$ cat src/rtl/hd_dma_engine_if.sv
// rtl/hd_dma_engine_if.sv - Control, status and disk/memory bus bundle for hd_dma_engine
interface hd_dma_engine_if #(
  parameter int DATA_WIDTH = 32,
  parameter int LEN_WIDTH  = 14
);
  logic                  start;
  logic                  dir;
  logic [DATA_WIDTH-1:0] hd_base;
  logic [DATA_WIDTH-1:0] mem_base;
  logic [LEN_WIDTH-1:0]  length;
  logic [DATA_WIDTH-1:0] hd_addr;
  logic [DATA_WIDTH-1:0] hd_wdata;
  logic                  hd_write;
  logic [DATA_WIDTH-1:0] hd_rdata;
  logic [DATA_WIDTH-1:0] mem_addr;
  logic [DATA_WIDTH-1:0] mem_wdata;
  logic                  mem_write;
  logic [DATA_WIDTH-1:0] mem_rdata;
  logic                  busy;
  logic                  done;
  logic [DATA_WIDTH-1:0] checksum;

  modport master (
    input  start, dir, hd_base, mem_base, length, hd_rdata, mem_rdata,
    output hd_addr, hd_wdata, hd_write, mem_addr, mem_wdata, mem_write,
           busy, done, checksum
  );

  modport slave (
    output start, dir, hd_base, mem_base, length, hd_rdata, mem_rdata,
    input  hd_addr, hd_wdata, hd_write, mem_addr, mem_wdata, mem_write,
           busy, done, checksum
  );
endinterface

$ cat src/rtl/hd_dma_engine.sv
// rtl/hd_dma_engine.sv - Block copy between hard disk and data memory, one word per clock
// Optional running sum of written words in checksum: define HD_DMA_CHECKSUM_EN.
module hd_dma_engine #(
  parameter int DATA_WIDTH    = 32,
  parameter int HD_ADDR_WIDTH = 13,
  parameter int LEN_WIDTH     = 14
) (
  input logic             clock,
  input logic             reset,
  hd_dma_engine_if.master bus
);
  typedef enum logic [1:0] {IDLE, RUN, DRAIN, DONE} state_t;

  localparam logic [DATA_WIDTH-1:0] HD_MASK =
    (DATA_WIDTH'(1) << HD_ADDR_WIDTH) - DATA_WIDTH'(1);

  state_t                state;
  logic                  dir_q;
  logic [DATA_WIDTH-1:0] hd_base_q;
  logic [DATA_WIDTH-1:0] mem_base_q;
  logic [LEN_WIDTH-1:0]  len_q;
  logic [LEN_WIDTH-1:0]  count;
  logic [DATA_WIDTH-1:0] hd_addr_q;
  logic [DATA_WIDTH-1:0] mem_addr_q;
  logic                  hd_write_q;
  logic                  mem_write_q;
  logic                  busy_q;
  logic                  done_q;

  logic [LEN_WIDTH-1:0]  count_nxt;
  logic [DATA_WIDTH-1:0] cnt_w;
  logic [DATA_WIDTH-1:0] cnt_nxt_w;
  logic                  more_reads;

  assign count_nxt  = count + 1'b1;
  assign cnt_w      = DATA_WIDTH'(count);
  assign cnt_nxt_w  = DATA_WIDTH'(count_nxt);
  assign more_reads = (count_nxt != len_q);

  // Outputs are set at the edge entering a cycle: RUN cycle c reads word c and writes word c-1.
  always_ff @(posedge clock or negedge reset) begin
    if (!reset) begin
      state       <= IDLE;
      dir_q       <= 1'b0;
      hd_base_q   <= '0;
      mem_base_q  <= '0;
      len_q       <= '0;
      count       <= '0;
      hd_addr_q   <= '0;
      mem_addr_q  <= '0;
      hd_write_q  <= 1'b0;
      mem_write_q <= 1'b0;
      busy_q      <= 1'b0;
      done_q      <= 1'b0;
    end else begin
      hd_addr_q   <= '0;
      mem_addr_q  <= '0;
      hd_write_q  <= 1'b0;
      mem_write_q <= 1'b0;
      busy_q      <= 1'b0;
      done_q      <= 1'b0;
      case (state)
        IDLE: begin
          if (bus.start) begin
            dir_q      <= bus.dir;
            hd_base_q  <= bus.hd_base;
            mem_base_q <= bus.mem_base;
            len_q      <= bus.length;
            count      <= '0;
            if (bus.length != '0) begin
              state  <= RUN;
              busy_q <= 1'b1;
              if (bus.dir) mem_addr_q <= bus.mem_base;
              else         hd_addr_q  <= bus.hd_base & HD_MASK;
            end else begin
              state  <= DONE;
              done_q <= 1'b1;
            end
          end
        end
        RUN: begin
          busy_q <= 1'b1;
          count  <= count_nxt;
          if (dir_q) begin
            hd_write_q <= 1'b1;
            hd_addr_q  <= (hd_base_q + cnt_w) & HD_MASK;
            if (more_reads) mem_addr_q <= mem_base_q + cnt_nxt_w;
          end else begin
            mem_write_q <= 1'b1;
            mem_addr_q  <= mem_base_q + cnt_w;
            if (more_reads) hd_addr_q <= (hd_base_q + cnt_nxt_w) & HD_MASK;
          end
          if (!more_reads) state <= DRAIN;
        end
        DRAIN: begin
          state  <= DONE;
          done_q <= 1'b1;
        end
        DONE:    state <= IDLE;
        default: state <= IDLE;
      endcase
    end
  end

  // Read data arrives in the write cycle, so write data is forwarded straight from the source.
  assign bus.hd_wdata  = hd_write_q  ? bus.mem_rdata : '0;
  assign bus.mem_wdata = mem_write_q ? bus.hd_rdata  : '0;
  assign bus.hd_addr   = hd_addr_q;
  assign bus.mem_addr  = mem_addr_q;
  assign bus.hd_write  = hd_write_q;
  assign bus.mem_write = mem_write_q;
  assign bus.busy      = busy_q;
  assign bus.done      = done_q;

`ifdef HD_DMA_CHECKSUM_EN
  logic [DATA_WIDTH-1:0] checksum_q;

  always_ff @(posedge clock or negedge reset) begin
    if (!reset) begin
      checksum_q <= '0;
    end else if (state == IDLE && bus.start) begin
      checksum_q <= '0;
    end else if (hd_write_q) begin
      checksum_q <= checksum_q + bus.mem_rdata;
    end else if (mem_write_q) begin
      checksum_q <= checksum_q + bus.hd_rdata;
    end
  end

  assign bus.checksum = checksum_q;
`else
  assign bus.checksum = '0;
`endif
endmodule

$ cat src/flat_wrapper.sv
// flat-port wrapper written by rule: the top's interface ports become plain ports
module hd_dma_engine_flat 
#(
  parameter int DATA_WIDTH    = 32,
  parameter int HD_ADDR_WIDTH = 13,
  parameter int LEN_WIDTH     = 14
)
  (clock, reset, bus_start, bus_dir, bus_hd_base, bus_mem_base, bus_length, bus_hd_rdata, bus_mem_rdata, bus_hd_addr, bus_hd_wdata, bus_hd_write, bus_mem_addr, bus_mem_wdata, bus_mem_write, bus_busy, bus_done, bus_checksum);
  hd_dma_engine_if #(.DATA_WIDTH(DATA_WIDTH), .LEN_WIDTH(LEN_WIDTH)) bus_i ();
  input logic clock;
  input logic reset;
  input wire logic [$bits(bus_i.start)-1:0] bus_start;
  input wire logic [$bits(bus_i.dir)-1:0] bus_dir;
  input wire logic [$bits(bus_i.hd_base)-1:0] bus_hd_base;
  input wire logic [$bits(bus_i.mem_base)-1:0] bus_mem_base;
  input wire logic [$bits(bus_i.length)-1:0] bus_length;
  input wire logic [$bits(bus_i.hd_rdata)-1:0] bus_hd_rdata;
  input wire logic [$bits(bus_i.mem_rdata)-1:0] bus_mem_rdata;
  output wire logic [$bits(bus_i.hd_addr)-1:0] bus_hd_addr;
  output wire logic [$bits(bus_i.hd_wdata)-1:0] bus_hd_wdata;
  output wire logic [$bits(bus_i.hd_write)-1:0] bus_hd_write;
  output wire logic [$bits(bus_i.mem_addr)-1:0] bus_mem_addr;
  output wire logic [$bits(bus_i.mem_wdata)-1:0] bus_mem_wdata;
  output wire logic [$bits(bus_i.mem_write)-1:0] bus_mem_write;
  output wire logic [$bits(bus_i.busy)-1:0] bus_busy;
  output wire logic [$bits(bus_i.done)-1:0] bus_done;
  output wire logic [$bits(bus_i.checksum)-1:0] bus_checksum;
  assign bus_i.start = bus_start;
  assign bus_i.dir = bus_dir;
  assign bus_i.hd_base = bus_hd_base;
  assign bus_i.mem_base = bus_mem_base;
  assign bus_i.length = bus_length;
  assign bus_i.hd_rdata = bus_hd_rdata;
  assign bus_i.mem_rdata = bus_mem_rdata;
  assign bus_hd_addr = bus_i.hd_addr;
  assign bus_hd_wdata = bus_i.hd_wdata;
  assign bus_hd_write = bus_i.hd_write;
  assign bus_mem_addr = bus_i.mem_addr;
  assign bus_mem_wdata = bus_i.mem_wdata;
  assign bus_mem_write = bus_i.mem_write;
  assign bus_busy = bus_i.busy;
  assign bus_done = bus_i.done;
  assign bus_checksum = bus_i.checksum;
  hd_dma_engine #(.DATA_WIDTH(DATA_WIDTH), .HD_ADDR_WIDTH(HD_ADDR_WIDTH), .LEN_WIDTH(LEN_WIDTH)) u_core (.clock(clock), .reset(reset), .bus(bus_i));
endmodule
$ cat config.mk
export PLATFORM = sky130hd
export DESIGN_NAME = hd_dma_engine_flat
export DESIGN_NICKNAME = d
export VERILOG_FILES = /design/src/rtl/hd_dma_engine_if.sv /design/src/rtl/hd_dma_engine.sv /design/src/flat_wrapper.sv
export SDC_FILE = /design/constraint.sdc
export NUM_CORES = 1
export LEC_CHECK = 0
export BUFFER_PORTS_ARGS = -buffer_cell sky130_fd_sc_hd__buf_2
export CAP_MARGIN = 20
export CELL_PAD_IN_SITES_DETAIL_PLACEMENT = 0
export CELL_PAD_IN_SITES_GLOBAL_PLACEMENT = 2
export CORE_MARGIN = 1.5
export CORE_UTILIZATION = 32
export DETAILED_ROUTE_END_ITERATION = 10
export PLACE_DENSITY_LB_ADDON = 0.1
export SETUP_SLACK_MARGIN = 0.3
export SLEW_MARGIN = 40
export SYNTH_ARGS = -nofsm -noshare
export SYNTH_HDL_FRONTEND = slang
export SYNTH_SLANG_ARGS = --single-unit
$ cat constraint.sdc
create_clock -name clock -period 11.1 [get_ports clock]
set_input_delay 1.11 -clock clock [delete_from_list [all_inputs] [get_ports clock]]
set_output_delay 1.11 -clock clock [all_outputs]
set_load 0.05 [all_outputs]
==> flow_summary.yaml, run 1 <==
layout:
  fillers: 3036
  area_growth_pct: 21.16
  fin_util_pct: 39.48
  design_area_um2: 11360
  multi_input_area_um2: 5736
  antenna_cells: 0
  fin_nets: 1539
  final_layout_size_suffix_gt1_share_pct: 22.56
  seq_area_um2: 3128
run_status:
  status: "finished clean"
worst_setup_path:
  cpPeakStageDelay_ps: 620
  crit_path_max_fanout: 12
  arrival_ps: 5030
  crit_required_ps: 11410
  cp_cell_sequence: "ha_1, nand3_1, nor2_1, xor2_1, ha_1, o21a_1, a21oi_1, a2111oi_0, nor2_1, a21oi_2, nand2_1, a221o_1, a22o_1"
  path_class: "reg -> reg"
  start_kind: "register"
  crit_path_end_kind: "register"
  critical_path.slowest_cell: "dfrtp_1"
synthesis:
  ys_top_cells_by_count: "226 x nand2_1, 125 x dfrtp_1, 71 x and2_1, 62 x o21ai_0, 58 x ha_1"
  yosysSeqAreaShare_pct: 33.35
  yosysMostFrequentCell: "nand2_1"
  yosysTopAreaCellShare_pct: 33.35
  ys_ff_latch: 125
  yosysTopAreaCell: "dfrtp_1"
  syn_avg_cell_area_um2: 8.382
  ys.flop_type: "dfrtp_1"
  postSynthCellCount: 1119
  yosys-top-cells-area: "dfrtp_1 33%, nand2_1 9.0%, ha_1 7.7%"
  synth_edf_count: 0
  yosys_warnings: 0
  synthesis.area_um2: 9379
  async_flop_share_pct: 100.0
  yosysUniqueCellTypes: 70
placement:
  place_area_um2: 10740
  place.gp.congestion: 0.8063
  port_buffers: 239
  hpwl_um: 22460
timing:
  worst_pin_slew_ps: 702.3
  relSlewSlack_pct: 51.97
  holdWs_ps: 503.3
  max_freq_mhz: 211.9
  fin_worst_skew_ps: 14.51
  fin_crit_sh_pct: 42.52
  finalMaxSlewViolations: 0
  tns_ps: 0
  rsz0062_at_grt: "false"
  hold_viol: 0
  setup_violations: 0
  fin_crit_ps: 4719
global_routing:
  grt_pass1_wl_um: 48190
  antenna_found_initial: 0
  grt-ovfl-total: 0
  groute.usage.overall_pct: 20.37
  grt_max_degree: 80
  grt_pass1_vias: 8374
worst_hold_path:
  hold_path_class: "reg -> reg"
routing:
  vias: 8505
  drt_iter0_drc: 394
  first_pass_iters: 5
  routed_wl_um: 30430
  post_drt_wl_per_cell_um: 17.62
  drc: 0
  post_drt_via_cell_ratio: 4.925
  drt.antenna.violating_nets: 0
clock_tree:
  numCtsBuffers: 17
  cts.hold.buffers_added: 0
  cts_max_level: 4
  cts_resized: 0
  cts_max_path_buffers: 2
  cts.sinks: 125
  clk_pin_slew_ps: 60
  cts_tree: "built"
  worstSkewPairLatency_ps: 430
  root_buffer: "clkbuf_16"
  post_cts_buffers: 0
floorplan:
  coreArea_um2: 28780
  die_area_um2: 30350
  die_h_um: 174.2
  io-pin-count: 310
  start_util_pct: 32.59
  fp.dieW_um: 174.2
  row_count: 62
pwr:
  powerDensity_nw_per_um2: 259.7
  p_leak_nw: 5.842
  ir_worst_vdd_v: 0.0001667
run:
  maxCapViolCount: 0
## sequential cells by signal, summed over array words and instances, names as in the netlist, 2 cells and up
signal / flops
u_core.count: 14
u_core.bus.mem_addr: 32
u_core.bus.hd_addr: 13
u_core.mem_base_q: 32
u_core.state: 2
u_core.hd_base_q: 13
u_core.len_q: 14
## cell families after synthesis
family | Yosys count | share of synthesized area [%]
other | 1 | 0.03998
DFF | 125 | 33.35
AOI/OAI and AO/OA | 240 | 17.34
buffers and inverters | 138 | 7.751
and+or+nand+nor | 453 | 23.41
adders and majority gates | 62 | 8.591
xor gates and xnor gates | 91 | 8.498
muxes | 9 | 1.014
## power by group
part	leakage [nW]	switching, W	internal [W]
combinational	3.92	0.00104	0.000487
sequential	1.63	0.000190	0.000632
clock	0.296	0.000224	0.000380
## placed cells by master, fill, tap and decap left out, drive strengths merged, types with 5 or more instances in the layout
| cell type | count |
|---|---|
| a211oi | 9 |
| a21o | 15 |
| a21oi | 45 |
| a221o | 6 |
| a22o | 12 |
| a22oi | 15 |
| a32oi | 13 |
| and2 | 72 |
| and3 | 13 |
| buf | 249 |
| clkbuf | 20 |
| clkinv | 6 |
| conb | 51 |
| dfrtp | 125 |
| ha | 58 |
| inv | 31 |
| mux2i | 5 |
| nand2 | 226 |
| nand2b | 13 |
| nand3 | 33 |
| nand4 | 11 |
| nor2 | 33 |
| nor2b | 9 |
| nor3 | 13 |
| nor4 | 6 |
| o211ai | 6 |
| o21a | 7 |
| o21ai | 62 |
| o21bai | 8 |
| o221ai | 9 |
| or3 | 7 |
| xnor2 | 46 |
| xor2 | 45 |
## metal layers
metal  global-route usage [%]  vias to the layer above  wire (um)
met3                    2.865                       18       1461
met5                        0                        -          0
met1                    29.26                     3992      15030
met2                    32.20                      275      13650
met4                    4.705                        0        284
li1                         -                     4220          -
## path summary, 6_finish.rpt
check	start	end	depth (start not counted)	slack (ps)
setup / recovery	u_core.count[1]	u_core.bus.mem_addr[15]	13	6380
max in group asynchronous	reset	u_core.count[6]	2	9410
setup reg to reg	u_core.count[1]	u_core.bus.mem_addr[15]	13	6380
min in group asynchronous	reset	u_core.len_q[2]	1	700
hold / removal	u_core.hd_base_q[12]	u_core.hd_base_q[12]	2	500
hold reg to reg	u_core.hd_base_q[12]	u_core.hd_base_q[12]	2	500
## worst max-delay path, delay by kind of cell (launching register included)
family	cells	cell delay, ps
xor+xnor	1	360
fa+ha+maj	2	610
simple gates	4	1210
compound gates	6	1790
flops	1	620
## through the flow
step           total power, W  worst slack [ps]  cells
3_3_place_gp         0.002354              6215   1696
5_1_grt              0.003166              6084   1727
4_1_cts              0.002978              6421   1727
6_report             0.002951              6381   1727
3_5_place_dp         0.002361              6437   1696
2_1_floorplan        0.001954              7457   1169
## final cells by class
cell class,count,share of cell area (%)
inverters,32,1.057
clock buffers,20,3.931
flip-flops and latches,125,27.53
repair buffers,249,11.31
well taps,384,4.228
multi-input cells,906,50.47
clock inverters,11,1.475
No activity file was read; power rests on OpenSTA's default activity.
==> run 2: changes to the inputs <==
--- a/config.mk
+++ b/config.mk
@@ -10,7 +10,7 @@
 export CELL_PAD_IN_SITES_DETAIL_PLACEMENT = 0
 export CELL_PAD_IN_SITES_GLOBAL_PLACEMENT = 2
 export CORE_MARGIN = 1.5
-export CORE_UTILIZATION = 32
+export CORE_UTILIZATION = 27
 export DETAILED_ROUTE_END_ITERATION = 10
 export PLACE_DENSITY_LB_ADDON = 0.1
 export SETUP_SLACK_MARGIN = 0.3
==> constraint.sdc (replaced) <==
create_clock -name clock -period 4.3 [get_ports clock]
set_input_delay 0.43 -clock clock [delete_from_list [all_inputs] [get_ports clock]]
set_output_delay 0.43 -clock clock [all_outputs]
set_load 0.05 [all_outputs]
==> flow_summary.yaml, run 2 (same netlist as run 1, synthesis figures left out) <==
run_status:
  status: "finished with violations"
  violations: "hold timing"
floorplan:
  start_util_pct: 27.29
  row_count: 68
  io-pin-count: 310
  fp.dieW_um: 189.4
  die_area_um2: 35860
  coreArea_um2: 34370
  die_h_um: 189.4
global_routing:
  grt_pass1_vias: 8397
  grt_pass1_wl_um: 50140
  grt_max_degree: 60
  groute.usage.overall_pct: 18.42
  grt-ovfl-total: 0
  antenna_found_initial: 0
placement:
  port_buffers: 239
  hpwl_um: 25280
  dp_cells: 1810
  place.gp.congestion: 0.8349
clock_tree:
  cts_max_level: 4
  clk_pin_slew_ps: 60
  numCtsBuffers: 17
  worstSkewPairLatency_ps: 440
  cts_resized: 0
  cts.hold.buffers_added: 0
  root_buffer: "clkbuf_16"
  cts_tree: "built"
  cts.sinks: 125
  cts_max_path_buffers: 2
  post_cts_buffers: 0
timing:
  setup_violations: 0
  fin_worst_skew_ps: 17.25
  worst_pin_slew_ps: 764.7
  holdWs_ps: -12.11
  rsz0062_at_grt: "false"
  hold_viol: 10
  finalMaxSlewViolations: 0
  max_freq_mhz: 271.4
  tns_ps: 0
  fin_crit_sh_pct: 85.70
  fin_crit_ps: 3685
  relSlewSlack_pct: 49.02
routing:
  routed_wl_um: 33330
  post_drt_wl_per_cell_um: 18.09
  post_drt_via_cell_ratio: 4.744
  first_pass_iters: 5
  vias: 8739
  drt.antenna.violating_nets: 0
  drc: 0
  drt_iter0_drc: 542
worst_setup_path:
  reg2reg_from: "u_core.count[4]"
  rrSetupSlack_ps: 610
  critical_path_buf_inv_count: 1
  critical_path.slowest_cell: "dfrtp_1"
  arrival_ps: 4000
  crit_path_max_fanout: 9
  crit_required_ps: 4620
  cp_cell_sequence: "nand4_4, or3_1, xnor2_1, ha_1, nand2_1, a2111oi_0, nor2_1, a21oi_1, buf_4, nand2_1, a221o_1, a22o_1"
  critical_path.most_common_cell: "nand2_1"
  crit_family: "simple AND/OR/NAND/NOR gates"
  path_class: "reg -> reg"
  cpPeakStageDelay_ps: 580
  rr_worst_depth: 12
  start_kind: "register"
  rr_endpoint: "u_core.bus.mem_addr[15]"
  crit_path_end_kind: "register"
layout:
  final_layout_size_suffix_gt1_share_pct: 25.09
  antenna_cells: 0
  fillers: 3678
  fin_nets: 1582
  area_growth_pct: 25.13
  layoutNonFillerInstCount: 1842
  layout_common_cells: "238 x buf_2, 225 x nand2_1, 125 x dfrtp_1"
  final_common_cell: "buf_2"
pwr:
  ir_worst_vdd_v: 0.0003336
  p_leak_nw: 6.040
  powerDensity_nw_per_um2: 652.1
run:
  maxCapViolCount: 0
worst_hold_path:
  hold_path_class: "in -> async"
-- run 2: power by group --
part | leakage (nW) | internal [W] | switching, W | total (W)
clock | 0.264 | 0.000826 | 0.000619 | 0.00145
sequential | 1.63 | 0.00163 | 0.000463 | 0.00209
combinational | 4.15 | 0.00133 | 0.00278 | 0.00411
-- run 2: how the worst max path moves through the flow --
| stage | from | end | slack (ps) | cells after the start |
|---|---|---|---|---|
| 2_1_floorplan | u_core.count[1] | u_core.bus.mem_addr[15] | 660 | 14 |
| 3_3_place_gp | u_core.count[6] | u_core.bus.mem_addr[15] | 610 | 12 |
| 3_5_place_dp | u_core.count[6] | u_core.bus.mem_addr[15] | 600 | 12 |
| 4_1_cts | u_core.count[6] | u_core.bus.mem_addr[15] | 580 | 12 |
| 5_1_grt | u_core.count[3] | u_core.bus.mem_addr[15] | 370 | 14 |
| 6_report | u_core.count[4] | u_core.bus.mem_addr[15] | 610 | 12 |
-- run 2: area by class of cell --
type	instances	area, um2	area share [%]
multi-input combinational	906	5737	48.88
clock buffer	19	452.9	3.859
tap	455	569.3	4.851
timing repair buffer	292	1613	13.74
clock inverter	13	116.4	0.9915
inverter	32	120.1	1.023
sequential	125	3128	26.65
-- run 2: routing by layer --
metal	vias to the layer above	wire length [um]	global-route usage [%]
li1	4298	-	-
met1	4141	16300	25.98
met2	278	14980	29.43
met3	22	1685	2.780
met4	0	366	4.335
met5	-	0	0
-- run 2: per-stage QoR --
stage / hold WS, ps / power (W) / utilization (%) / setup slack (ps) / instance area [um2]
after floorplan: 134.4 / 0.005045 / - / 657.4 / 9567
after global placement: 469.3 / 0.006245 / 32.44 / 609.3 / 11150
after detailed placement: 471.8 / 0.006260 / 32.49 / 595.4 / 11170
after CTS: 3.617 / 0.007759 / 34.14 / 578.7 / 11740
after global routing: 25.89 / 0.008220 / 34.14 / 371.1 / 11740
final: -12.11 / 0.007653 / 34.14 / 614.7 / 11740
